[src/rtl/neg_run_detector_pkg.sv]
// Shared definitions for the negative-run detector: FSM state encodings and event codes.
package neg_run_defs;

    typedef enum logic [1:0] {
        S_CLEAR     = 2'd0,
        S_ARMING    = 2'd1,
        S_ALARM     = 2'd2,
        S_RELEASING = 2'd3
    } state_t;

    localparam logic EVT_SET = 1'b1;
    localparam logic EVT_CLR = 1'b0;

endpackage

[src/rtl/neg_run_detector_sat_counter.sv]
// Saturating up-counter with synchronous reset and clear; sticks at all-ones.
module sat_counter #(
    parameter int W = 16
) (
    input  logic         clk,
    input  logic         rst,
    input  logic         inc,
    input  logic         clr,
    output logic [W-1:0] value
);

    // Clear wins over increment so a run counter restarts cleanly.
    always_ff @(posedge clk) begin
        if (rst) begin
            value <= '0;
        end else if (clr) begin
            value <= '0;
        end else if (inc && (value != '1)) begin
            value <= value + 1'b1;
        end
    end

endmodule

[src/rtl/neg_run_detector.sv]
// Streaming sign monitor with set/clear hysteresis and an acknowledged event port.
// Optional feature: define NEG_RUN_MAXLEN_EN to add the MAX_RUN longest-run output.
module neg_run_detector
    import neg_run_defs::*;
#(
    parameter int SET_COUNT = 4,
    parameter int CLR_COUNT = 2,
    parameter int CNT_W     = 16
) (
    input  logic             CLK,
    input  logic             RST,
    input  logic [7:0]       A_IN,
    input  logic             VALID_IN,
    output logic             READY_OUT,
    output logic             ALARM,
    output logic             EVT_VALID,
    output logic             EVT_CODE,
    input  logic             EVT_ACK,
`ifdef NEG_RUN_MAXLEN_EN
    output logic [CNT_W-1:0] MAX_RUN,
`endif
    output logic [CNT_W-1:0] NEG_COUNT
);

    localparam logic [7:0] SET_C = 8'(SET_COUNT);
    localparam logic [7:0] CLR_C = 8'(CLR_COUNT);

    state_t     state;
    logic [7:0] run;
    logic [7:0] clr;
    logic [7:0] run_inc;
    logic [7:0] clr_inc;
    logic       accept;
    logic       is_neg;
    logic       magnitude_unused;

    // Only the sign bit matters; the rest of the sample is deliberately ignored.
    assign is_neg           = A_IN[7];
    assign magnitude_unused = ^A_IN[6:0];

    // A pending event stalls the input so it can never be overwritten.
    assign READY_OUT = ~EVT_VALID;
    assign accept    = VALID_IN & ~EVT_VALID;
    assign run_inc   = run + 8'd1;
    assign clr_inc   = clr + 8'd1;

    always_ff @(posedge CLK) begin
        if (RST) begin
            state     <= S_CLEAR;
            run       <= 8'd0;
            clr       <= 8'd0;
            ALARM     <= 1'b0;
            EVT_VALID <= 1'b0;
            EVT_CODE  <= 1'b0;
        end else begin
            if (EVT_VALID && EVT_ACK) begin
                EVT_VALID <= 1'b0;
            end
            if (accept) begin
                case (state)
                    S_CLEAR: begin
                        if (is_neg) begin
                            run <= 8'd1;
                            if (SET_COUNT == 1) begin
                                state     <= S_ALARM;
                                ALARM     <= 1'b1;
                                EVT_VALID <= 1'b1;
                                EVT_CODE  <= EVT_SET;
                            end else begin
                                state <= S_ARMING;
                            end
                        end
                    end
                    S_ARMING: begin
                        if (is_neg) begin
                            run <= run_inc;
                            if (run_inc == SET_C) begin
                                state     <= S_ALARM;
                                ALARM     <= 1'b1;
                                EVT_VALID <= 1'b1;
                                EVT_CODE  <= EVT_SET;
                            end
                        end else begin
                            run   <= 8'd0;
                            state <= S_CLEAR;
                        end
                    end
                    S_ALARM: begin
                        if (!is_neg) begin
                            clr <= 8'd1;
                            if (CLR_COUNT == 1) begin
                                state     <= S_CLEAR;
                                run       <= 8'd0;
                                ALARM     <= 1'b0;
                                EVT_VALID <= 1'b1;
                                EVT_CODE  <= EVT_CLR;
                            end else begin
                                state <= S_RELEASING;
                            end
                        end
                    end
                    S_RELEASING: begin
                        if (!is_neg) begin
                            clr <= clr_inc;
                            if (clr_inc == CLR_C) begin
                                state     <= S_CLEAR;
                                run       <= 8'd0;
                                ALARM     <= 1'b0;
                                EVT_VALID <= 1'b1;
                                EVT_CODE  <= EVT_CLR;
                            end
                        end else begin
                            clr   <= 8'd0;
                            state <= S_ALARM;
                        end
                    end
                    default: begin
                        state <= S_CLEAR;
                    end
                endcase
            end
        end
    end

    sat_counter #(.W(CNT_W)) u_neg_count (
        .clk   (CLK),
        .rst   (RST),
        .inc   (accept & is_neg),
        .clr   (1'b0),
        .value (NEG_COUNT)
    );

`ifdef NEG_RUN_MAXLEN_EN
    logic [CNT_W-1:0] live_run;
    logic [CNT_W-1:0] live_next;

    sat_counter #(.W(CNT_W)) u_live_run (
        .clk   (CLK),
        .rst   (RST),
        .inc   (accept & is_neg),
        .clr   (accept & ~is_neg),
        .value (live_run)
    );

    // Compare against the post-increment run so MAX_RUN tracks on the same edge.
    assign live_next = (live_run == '1) ? live_run : live_run + 1'b1;

    always_ff @(posedge CLK) begin
        if (RST) begin
            MAX_RUN <= '0;
        end else if (accept && is_neg && (live_next > MAX_RUN)) begin
            MAX_RUN <= live_next;
        end
    end
`endif

endmodule
[config.mk]
export PLATFORM = sky130hd
export DESIGN_NAME = neg_run_detector
export DESIGN_NICKNAME = d
export VERILOG_FILES = /design/src/rtl/neg_run_detector_pkg.sv /design/src/rtl/neg_run_detector_sat_counter.sv /design/src/rtl/neg_run_detector.sv
export SDC_FILE = /design/constraint.sdc
export NUM_CORES = 1
export LEC_CHECK = 0
export ABC_AREA = 1
export CORE_MARGIN = 10
export CORE_UTILIZATION = 43
export CTS_BUF_LIST = sky130_fd_sc_hd__clkbuf_8
export CTS_CLUSTER_SIZE = 30
export DETAILED_ROUTE_END_ITERATION = 7
export PLACE_DENSITY = 0.65
export SLEW_MARGIN = 20
export SYNTH_ARGS = -nofsm -noshare
export SYNTH_HDL_FRONTEND = slang
export SYNTH_HIERARCHICAL = 1
export SYNTH_SLANG_ARGS = --single-unit
export TNS_END_PERCENT = 30
[constraint.sdc]
create_clock -name CLK -period 3.7 [get_ports CLK]
set_clock_uncertainty 0.2 [all_clocks]
set_input_delay 1.11 -clock CLK [delete_from_list [all_inputs] [get_ports CLK]]
set_output_delay 1.11 -clock CLK [all_outputs]
set_load 0.02 [all_outputs]
* Yosys cells after proc, flatten, opt, wreduce, memory -nomap -nowiden
Index checks and enable logic that the tools add are counted.
** Word-level totals
- Register bits after elaboration :: 36
- Logic and storage cells :: 63
- Input bits :: 12
** Cells by class
- Reduce and logical (&&, ||, !) cells :: 10
- Add/subtract/negate cells :: 3
- Multiplexer cells :: 27
- Bitwise gates (word level) :: 3
- Eq/ne operators :: 14
** Operator list (number)
- 8-bit two-way mux :: 6
- 8-bit case mux with 3 select lines :: 1
- 16-bit by 1-bit adder with 16-bit output (second input constant) :: 1
- 8-bit by 1-bit adder with 8-bit output (second input constant) :: 2
- 16-bit != test (second input constant) :: 1
- 8-bit case mux with 2 select lines :: 1
- 2-bit two-way mux :: 6
- 2-bit != test (second input constant) :: 6
- 1-bit two-way mux :: 10
- 5-bit AND reduction :: 2
- 8-bit by 2-bit == test with 1-bit output (second input constant) :: 1
- 8-bit by 3-bit == test with 1-bit output (second input constant) :: 1
- 2-bit case mux with 4 select lines :: 1
- 3-bit != test (second input constant) :: 2
- 6-bit AND reduction :: 1
- 2-bit == test (second input constant) :: 2
- 1-bit case mux with 2 select lines :: 2
- 2-bit nonzero test :: 2
- 3-bit AND reduction :: 1
- 3-bit nonzero test :: 1
- 1-bit AND :: 2
- 2-bit by 1-bit == test with 1-bit output (second input constant) :: 1
- 1-bit logical AND :: 2
- 2-bit zero test :: 1
- 1-bit NOT :: 1

* Logic depth before layout (Yosys ltp)
Gate-level depths: netlist of run 1.
- Word-level depth :: 6
- Depth in mapped cells :: 15

* Modules after synthesis
Netlist of run 1, hierarchy kept.
** Modules (own cells, without submodules)
- neg_run_detector :: instances 1, cells an instance 206, area each 1310.0 um^2
- sat_counter :: instances 1, cells an instance 156, area each 958.4 um^2

* Worst setup path before layout of run 1
No wires, ideal clock.
- Kind :: input -> register
- From :: input VALID_IN
- To :: register u_neg_count.value[14]
- Setup time :: 0.115 ns
- Stages :: 9
- Required time :: 3.385 ns
- Slack :: 1.246 ns
- Buffers on the path :: 0
- Arrival :: 2.139 ns
- Path through :: nand2_1 -> nor2_1 -> inv_2 -> nor2_1 -> nand2_1 -> nor2_1 -> nand3_1 -> nand2_1 -> nor2_1
** On the way
- Longest elaborated chain between the ends :: 3
** RTL lines
- start, declared :: RTL line neg_run_detector.sv:13 : input logic VALID_IN,
- 1-bit AND :: RTL line neg_run_detector.sv:43 : assign accept = VALID_IN & ~EVT_VALID;
- 1-bit AND :: RTL line neg_run_detector.sv:128 : .inc (accept & is_neg),
- 1-bit logical AND :: RTL line neg_run_detector_sat_counter.sv:18 : end else if (inc && (value != '1)) begin
- end signal, assigned :: RTL line neg_run_detector_sat_counter.sv:19 : value <= value + 1'b1;
- end, declared :: RTL line neg_run_detector_sat_counter.sv:9 : output logic [W-1:0] value
Every way passes these cells.
A chain may end at the register's enable or synchronous reset.

* Worst setup path in the final report of run 1
- From :: input A_IN[7]
- To :: register u_neg_count.value[14]
** On the way
- Longest elaborated chain between the ends :: 2
** RTL lines
- start, declared :: RTL line neg_run_detector.sv:12 : input logic [7:0] A_IN,
- 1-bit AND :: RTL line neg_run_detector.sv:128
- 1-bit logical AND :: RTL line neg_run_detector_sat_counter.sv:18
Every way passes these cells.

==> flow_metrics.tcl, run 1 <==
set metrics [dict create \
    status "finished, final reports clean" \
    post_synth_instance_area_um2 2270 \
    place_ws_ns 0.469 \
    worst_setup_path_end_kind "register" \
    die_area_um2 8580 \
    setup_repair_after_global_routing_missed_its_margin "false" \
    cp.depth 10 \
    main_synth_ff_type "sky130_fd_sc_hd__dfxtp_1" \
    timing.final.ws_setup_ns 0.755 \
    final.period_utilization_pct 79.6 \
    critical-path-max-stage-delay_ns 0.62 \
    timing.setup.critical_path_class "input port to register" \
    cts_setup_buffers 0 \
    numPlacedInstances 453 \
    global_route_wire_length_before_repair_um 8910 \
    worst_path_most_repeated_cell "sky130_fd_sc_hd__nor2_1" \
    setup-tns-final_ns 0 \
    tightest_pin_transition_ns 0.662 \
    synth_async_sr_flop_share_pct 0 \
    synthCells 362 \
    global_route.usage.total_pct 12.3 \
    gp_congestion 0.816 \
    crit_path_max_fanout 7 \
    critical_path.cell_chain "clkdlybuf4s50_1 -> inv_1 -> nor2_1 -> inv_2 -> nor2_1 -> nand2_1 -> nor2_1 -> nand3_1 -> nand2_1 -> nor2_1" \
    max_freq_mhz 340 \
    hold_viol 0 \
    power.static_leakage_nw 0.989 \
    synth_enable_flop_cells 0 \
    post_synth_num_cell_types 33 \
    synthToLayoutAreaGrowth_pct 17.8 \
    grt.overflow.total 0 \
    finish.net_count 407 \
    clk-insertion-delay-late_ns 0.29 \
    synth_seq_cells 36 \
    wl_per_cell_um 11.1 \
    share_of_yosys_cell_area_claimed_by_the_top_area_cell_type_pct 31.8 \
    timing.final.max_slew_violations 0 \
    clock_sink_count 36 \
    num_io_pins 32 \
    hpwlAfterDp_um 3750 \
    drt_iter0_markers 100 \
    route.detailed.drc 0 \
    post_route_cells_drive_above_1_share_pct 10.5 \
    setup-violations-final 0 \
    first_global_vias 2001 \
    viasPerCell 4.80 \
    finish.utilization_pct 52.3 \
    initial_core_util_pct 44.4 \
    core.rowCount 26 \
    cellPowerDensity_nw_per_um2 291 \
    via_count 2209 \
    totalPowerFinal_mw 0.777 \
    post_cts_resize_count 0 \
    first_pass_iters 4 \
    critical_path.slowest_cell "sky130_fd_sc_hd__clkdlybuf4s50_1" \
    num-fill-cells 575 \
    critical_path_required_ns 3.68 \
    synth_top_area_cell "sky130_fd_sc_hd__dfxtp_1" \
    yosysMostFrequentCell "sky130_fd_sc_hd__nand2_1" \
    leading_post_synthesis_cells_by_cell_area "sky130_fd_sc_hd__dfxtp_1, sky130_fd_sc_hd__nand2_1, sky130_fd_sc_hd__nor2_1, sky130_fd_sc_hd__nand3_1, sky130_fd_sc_hd__inv_1" \
    reg2regPathDepth 10 \
    synthesis.yosys.warnings 6 \
    crit_family "buffers and inverters" \
    synth_area_per_cell_um2 6.27 \
    holdBufCountCts 0 \
    finalNonFillerCells 460 \
    timing.final.crit_period_ns 2.95 \
    core_area_um2 5110 \
    placement.io_buffers 24 \
    min_delay_path_depth 2 \
    max_cap_viol_count 0 \
    share_of_synthesized_area_occupied_by_flip_flops_and_latches_pct 31.8 \
    clk_path_buf_depth 2 \
    grt_start_max_net_pins 20 \
    critPathBufInv 3 \
    cts-htree-levels 2 \
    cts_tree "done" \
    detail_route.wirelength_um 5110 \
    synth.net_count 379 \
    critical_path_arrival_ns 2.93 \
    horizontal_extent_of_the_die_um 92.6 \
    timing.max_slew.rel_slack_pct 55.8 \
    total_clock_buffers_created_by_cts 5 \
    antennaDiodeCount 0 \
    cts.reportedPaths.clkPinSlew_ns 0.08 \
    timing.hold.worst.class "register to register" \
    clock_tree.root_cell "sky130_fd_sc_hd__clkbuf_8" \
    synth_top_cells_by_count "sky130_fd_sc_hd__nand2_1, sky130_fd_sc_hd__nor2_1, sky130_fd_sc_hd__inv_1, sky130_fd_sc_hd__dfxtp_1, sky130_fd_sc_hd__nand3_1" \
    start_kind "input port" \
    ir_drop_mv 0.159 \
    detail-route-antenna-nets 0 \
    dieHeight_um 92.6 \
    antenna_found_initial 0 \
]
worst paths after layout:
check	end	from	slack, ns
setup / recovery	u_neg_count/value[14]	A_IN[7]	0.75
hold / removal	EVT_CODE	EVT_CODE	0.29
setup reg to reg	run[0]	clr[0]	1.64
hold reg to reg	EVT_CODE	EVT_CODE	0.29
sequential cells by signal, summed over array words and instances (netlist names), named ones only:
name / cells
u_neg_count/value: 16
EVT_VALID: 1
run: 8
clr: 8
EVT_CODE: 1
state: 1
cells by family after synthesis:
| family | synth area share (%) |
|---|---|
| flops | 31.8 |
| other cells | 0.165 |
| simple gates | 46.3 |
| compound gates | 8.77 |
| buf+inv | 9.10 |
| fa+ha+maj | 2.76 |
| xor+xnor | 1.16 |
layout by cell type (no fill, tap or decap), drive strengths merged:
master         count
dfxtp             36
o21ai              9
clkdlybuf4s50     24
or2                1
o21bai             1
and3               1
and2               1
xor2               1
a21oi             27
nand4              6
a211oi             1
clkbuf             7
conb               1
nand3             37
nand3b             3
nand2            108
xnor2              2
ha                 5
nor3               3
inv               44
buf                2
clkinv             1
nor2              69
stage by stage:
step                hold WS (ns)  area, µm²
finish                     0.285       2670
global route               0.315       2670
CTS                        0.287       2670
detailed placement         0.274       2570
global placement           0.262       2570
floorplan                  0.249       2270
worst register-to-register path, delay by kind of cell, from the launching register on:
family / cells / cell delay [ns]
adders and majority gates: 1 / 0.25
DFF: 1 / 0.42
and+or+nand+nor: 7 / 0.88
AOI/OAI and AO/OA: 1 / 0.16
buffers and inverters: 1 / 0.05
power breakdown:
group | switching (mW) | internal, mW
sequential | 0.00652 | 0.392
clock | 0.143 | 0.166
combinational | 0.0442 | 0.0242
total | 0.194 | 0.583
metal layers:
metal | up-vias | part of all wire (%) | track usage, % | routed length, µm
met5 | - | 0 | 0 | 0
met4 | 0 | 2.0 | 4.76 | 102
met3 | 10 | 6.5 | 4.36 | 333
met2 | 35 | 45 | 20.0 | 2320
met1 | 966 | 46 | 14.5 | 2360
li1 | 1198 | - | - | -
layout make-up:
type | count | area (µm²) | share of cell area (%)
inverters | 45 | 169 | 6.32
repair buffers | 26 | 255 | 9.55
multi-input cells | 276 | 1340 | 50.3
well taps | 70 | 87.6 | 3.28
flip-flops and latches | 36 | 721 | 27.0
clock buffers | 7 | 96.3 | 3.60
No activity file was read; power rests on OpenSTA's default activity.
==> run 2, diff against run 1 <==
Settings changed: PLACE_DENSITY 0.65 to 0.68.
Clock period 3.7 ns to 2.4 ns, I/O delays scaled along.
==> run 2 against run 1 <==
- first-iteration DRC count rose by 46%
- via count grew 1.6%
- global-route usage rose by 0.40 points
- non-clock buffer count up 10
- final cell count up 2.4%
- worst setup slack worse by 0.64 ns
- count of clock-buffer cells in the layout stayed put
- sequential share of layout area down 1.0 points
- critical path depth shrank 9
- sequential power rose by 54%
- critical path type is now register to primary output
- critical endpoint is now NEG_COUNT[11]
==> flow_metrics.tcl, run 2 (same netlist as run 1, synthesis figures left out) <==
set metrics [dict create \
    status "finished, final reports clean" \
    total_clock_buffers_created_by_cts 5 \
    pwr-share-clk_pct 44.4 \
    setup.reg_to_reg.worst_slack_ns 0.35 \
    worstReg2RegEnd "run[0]" \
    viasPerCell 4.77 \
    clk_path_buf_depth 2 \
    route.detailed.drc 0 \
    num-fill-cells 543 \
    drt_iter0_markers 146 \
    critical_path.slowest_cell "sky130_fd_sc_hd__clkdlybuf4s50_1" \
    share_comb_of_total_power_pct 8.8 \
    final.period_utilization_pct 95.2 \
    max_cap_viol_count 0 \
    internal_power_mw 1.02 \
    reg_top3 "u_neg_count/value: 16 flops, clr: 8 flops, run: 8 flops" \
    critical-path-max-stage-delay_ns 0.65 \
    timing.final.max_slew_violations 0 \
    setup_repair_after_global_routing_missed_its_margin "false" \
    gp_congestion 0.881 \
    horizontal_extent_of_the_die_um 92.6 \
    largest_reg_flops 16 \
    crit_family "buffers and inverters" \
    hpwlAfterDp_um 3910 \
    clk-insertion-delay-late_ns 0.29 \
    crit_path_max_fanout 5 \
    grt_start_max_net_pins 20 \
    worst_setup_path_startpoint "u_neg_count/value[11]" \
    timing.setup.critical_path_class "register to primary output" \
    dpl_cell_area_um2 2650 \
    clock_tree.root_cell "sky130_fd_sc_hd__clkbuf_8" \
    switchingPower_mw 0.298 \
    seqCellArea_um2 721 \
    cts.reportedPaths.clkPinSlew_ns 0.07 \
    largest-register "u_neg_count/value" \
    global_route.usage.total_pct 12.7 \
    placement.io_buffers 24 \
    via_count 2245 \
    met3_resource_use_gr_pct 5.17 \
    cts_tree "done" \
    place_ws_ns -0.148 \
    detail-route-antenna-nets 0 \
    worstSetupEndpoint "NEG_COUNT[11]" \
    ir_drop_mv 0.313 \
    r2r_start "clr[0]" \
    critical_path.cell_chain "clkdlybuf4s50_1" \
    cellPowerDensity_nw_per_um2 473 \
    power.static_leakage_nw 1.05 \
    busiest_layer "met2" \
    global_route_wire_length_before_repair_um 9160 \
    clock_sink_count 36 \
    core.rowCount 26 \
    synthToLayoutAreaGrowth_pct 22.6 \
    hold_viol 0 \
    first_pass_iters 4 \
    antennaDiodeCount 0 \
    initial_core_util_pct 44.4 \
    critPathBufInv 1 \
    groute.layer.met2.usage_pct 21.9 \
    core_area_um2 5110 \
    critical_path_arrival_ns 1.37 \
    reg2regPathDepth 10 \
    num_io_pins 32 \
    worst_setup_path_end_kind "primary output" \
    finish.utilization_pct 54.4 \
    multi_input_area_um2 1350 \
    final_design_area_no_fill_um2 2780 \
    first_global_vias 2164 \
    setup-violations-final 0 \
    die_area_um2 8580 \
    finish.net_count 417 \
    pwr-share-seq_pct 46.8 \
    timing.final.ws_setup_ns 0.115 \
    timing.final.crit_period_ns 2.29 \
    wl_per_cell_um 10.9 \
    start_kind "register" \
    grt.overflow.total 0 \
    holdBufCountCts 0 \
    p_sw_share_pct 22.7 \
    dieHeight_um 92.6 \
    max_freq_mhz 438 \
    timing.hold.worst.class "register to register" \
    met1_usage_pct 13.4 \
    critical_path_required_ns 1.48 \
    antenna_found_initial 0 \
    cts-htree-levels 2 \
    detail_route.wirelength_um 5150 \
    cp.depth 1 \
    layout_common_cells "sky130_fd_sc_hd__nand2_1, sky130_fd_sc_hd__nor2_1, sky130_fd_sc_hd__inv_1" \
    post_route_cells_drive_above_1_share_pct 13.2 \
    final_common_cell "sky130_fd_sc_hd__nand2_1" \
]
run 2: cell types whose count changed in the layout (fill, tap and decap cells not counted), sizes merged:
cell    before  now
buf          2   12
bufinv       0    1
run 2: power groups by stage:
stage | Sequential, mW | Combinational [mW] | Clock, mW
global route | 0.617 | 0.131 | 0.634
floorplan | 0.630 | 0.0721 | 0
detailed placement | 0.629 | 0.115 | 0
global placement | 0.629 | 0.114 | 0
finish | 0.616 | 0.116 | 0.583
CTS | 0.615 | 0.116 | 0.608
run 2: layout make-up:
class / instances / share of cell area, %
clock buffers: 7 / 3.47
clock inverters: 1 / 1.08
inverters: 45 / 6.08
multi-input cells: 276 / 48.4
flip-flops and latches: 36 / 25.9
well taps: 70 / 3.15
repair buffers: 36 / 11.9
run 2: worst min-delay path by stage:
stage,start,endpoint,slack [ns],depth (start not counted)
6_report,clr[7],clr[7],0.27,2
5_1_grt,clr[7],clr[7],0.31,2
4_1_cts,clr[7],clr[7],0.27,2
3_5_place_dp,clr[7],clr[7],0.26,2
3_3_place_gp,clr[7],clr[7],0.26,2
2_1_floorplan,clr[7],clr[7],0.25,2
run 2: repair_timing:
| action | 4_1_cts | 5_1_grt |
|---|---|---|
| endpoints found under the setup margin | 0 | 2 |
| setup buffers | 0 | 0 |
| resized for setup | 0 | 2 |
run 2: metal layers:
metal  wire (µm)  up-vias
li1            -     1216
met1        2320      985
met2        2450       37
met3         295        7
met4          80        0
met5           0        -
run 2: metrics by stage:
step	TNS, ns	hold slack, ns	power (mW)	std cells
finish	0	0.266	1.31	471
floorplan	0	0.249	0.702	362
CTS	0	0.272	1.34	471
global placement	-0.966	0.261	0.743	463
detailed placement	-1.42	0.262	0.745	463
global route	0	0.310	1.38	471
==> run 3, diff against run 2 <==
Settings changed: CELL_PAD_IN_SITES_DETAIL_PLACEMENT from default to 1, CELL_PAD_IN_SITES_GLOBAL_PLACEMENT from default to 1, CORE_UTILIZATION 43 to 35, PLACE_DENSITY 0.68 to default, PLACE_DENSITY_LB_ADDON from default to 0.1.
==> run 3 against run 2 <==
- count of clock-buffer cells in the layout fell by 2
- global-route usage fell by 0.39 points
- first-iteration DRC count shrank 65%
- register-to-register slack got worse by 0.04 ns
- sequential power barely moved
- cell area decreased by 0.36%
- largest cell class unchanged
- clock power decreased by 8.4%
- sequential share of layout area increased by 0.094 points
- power is 3.6% lower
- utilization down 11 points
- maximum frequency fell by 0.55%
- combinational power about the same
==> flow_metrics.tcl, run 3 (same netlist as run 1, synthesis figures left out) <==
set metrics [dict create \
    status "finished, final reports clean" \
    global_route.usage.total_pct 12.3 \
    holdBufCountCts 0 \
    clock_sink_count 36 \
    critical_path.cell_chain "clkdlybuf4s50_1" \
    topRoutingLayerUsed "met4" \
    core_area_um2 6310 \
    hold_viol 0 \
    critical_path_arrival_ns 1.38 \
    finish.net_count 417 \
    cts-htree-levels 2 \
    crit_path_max_fanout 6 \
    final_common_cell "sky130_fd_sc_hd__nand2_1" \
    viasPerCell 4.84 \
    dr_wl_met2_um 2990 \
    grt.overflow.total 0 \
    m1WireLength_um 2660 \
    timing.hold.worst.class "register to register" \
    critical_path.slowest_cell "sky130_fd_sc_hd__clkdlybuf4s50_1" \
    final.period_utilization_pct 95.8 \
    critPathBufInv 1 \
    cts_tree "done" \
    place_ws_ns -0.201 \
    post_route_cells_drive_above_1_share_pct 13.0 \
    reg_top3 "u_neg_count/value: 16 flops, clr: 8 flops, run: 8 flops" \
    num_io_pins 32 \
    cellPowerDensity_nw_per_um2 458 \
    timing.final.ws_setup_ns 0.102 \
    multi_input_area_um2 1350 \
    first_global_vias 2314 \
    layout_common_cells "sky130_fd_sc_hd__nand2_1, sky130_fd_sc_hd__nor2_1, sky130_fd_sc_hd__inv_1" \
    initial_core_util_pct 35.9 \
    largest-register "u_neg_count/value" \
    totalPowerFinal_mw 1.27 \
    num-fill-cells 863 \
    met3_length_um 333 \
    horizontal_extent_of_the_die_um 101 \
    critical_path_required_ns 1.48 \
    worst_setup_path_end_kind "primary output" \
    finalNonFillerCells 478 \
    numPlacedInstances 470 \
    power.static_leakage_nw 1.05 \
    antenna_found_initial 0 \
    via_count 2313 \
    timing.final.max_slew_violations 0 \
    grt_start_max_net_pins 20 \
    detail-route-antenna-nets 0 \
    max_freq_mhz 435 \
    timing.max_slew.rel_slack_pct 54.1 \
    die_area_um2 10100 \
    setup-violations-final 0 \
    core.rowCount 29 \
    start_kind "register" \
    first_pass_iters 4 \
    dieHeight_um 101 \
    seqCellArea_um2 721 \
    r2r_start "clr[0]" \
    largest_reg_flops 16 \
    synthToLayoutAreaGrowth_pct 22.1 \
    setup_repair_after_global_routing_missed_its_margin "false" \
    tightest_pin_transition_ns 0.687 \
    timing.final.crit_period_ns 2.30 \
    clk_path_buf_depth 2 \
    drt_iter0_markers 51 \
    global_route_wire_length_before_repair_um 10500 \
    gp_congestion 0.821 \
    ir_drop_mv 0.349 \
    cts.reportedPaths.clkPinSlew_ns 0.08 \
    min-delay-start "EVT_CODE" \
    cts_setup_buffers 0 \
    timing.setup.critical_path_class "register to primary output" \
    placement.io_buffers 24 \
    route.detailed.drc 0 \
    crit_family "buffers and inverters" \
    clock_tree.root_cell "sky130_fd_sc_hd__clkbuf_8" \
    post_cts_resize_count 0 \
    total_clock_buffers_created_by_cts 5 \
    critical-path-max-stage-delay_ns 0.65 \
    antennaDiodeCount 0 \
    wl_per_cell_um 12.6 \
    hpwlAfterDp_um 4690 \
    detail_route.wirelength_um 6030 \
    max_cap_viol_count 0 \
    worst_setup_path_startpoint "u_neg_count/value[12]" \
    clk-insertion-delay-late_ns 0.29 \
]
run 3: power by group:
group | switching, mW | total [mW] | internal, mW
Sequential | 0.0103 | 0.615 | 0.605
Combinational | 0.0744 | 0.119 | 0.0447
Clock | 0.230 | 0.534 | 0.304
run 3: final timing paths:
check                  endpoint  slack [ns]  depth (start not counted)
setup / recovery  NEG_COUNT[12]        0.10                          1
hold / removal         EVT_CODE        0.28                          2
setup reg to reg         run[0]        0.31                         10
hold reg to reg        EVT_CODE        0.28                          2
run 3: through the flow:
step	setup TNS, ns	util [%]	cell area (µm²)	hold slack, ns
finish	0	43.9	2770	0.284
global route	0	43.9	2770	0.304
CTS	0	43.8	2770	0.288
detailed placement	-2.38	42.1	2660	0.275
global placement	-3.36	42.1	2660	0.257
floorplan	0	-	2270	0.249
run 3: metal layers:
metal,vias to the layer above,global-route usage (%)
li1,1218,-
met2,28,21.7
met5,-,0
met1,1063,14.0
met4,0,2.93
met3,4,3.98
run 3: cell type report:
class,count,area share (%)
multi-input cells,276,48.6
flip-flops and latches,36,26.0
repair buffers,36,11.9
inverters,45,6.10
well taps,77,3.48
clock buffers,5,2.48
clock inverters,3,1.40
run 3: worst register-to-register path: stages (launching register included):
cell and delay [ns]:
sky130_fd_sc_hd__dfxtp_1 0.42, sky130_fd_sc_hd__ha_1 0.24, sky130_fd_sc_hd__nand3_1 0.13, sky130_fd_sc_hd__nand2_1 0.10
sky130_fd_sc_hd__nand3_1 0.10, sky130_fd_sc_hd__nor2_2 0.18, sky130_fd_sc_hd__nand4_1 0.14, sky130_fd_sc_hd__nand3_1 0.11
sky130_fd_sc_hd__nand2_2 0.14, sky130_fd_sc_hd__o21ai_1 0.17, sky130_fd_sc_hd__inv_1 0.05
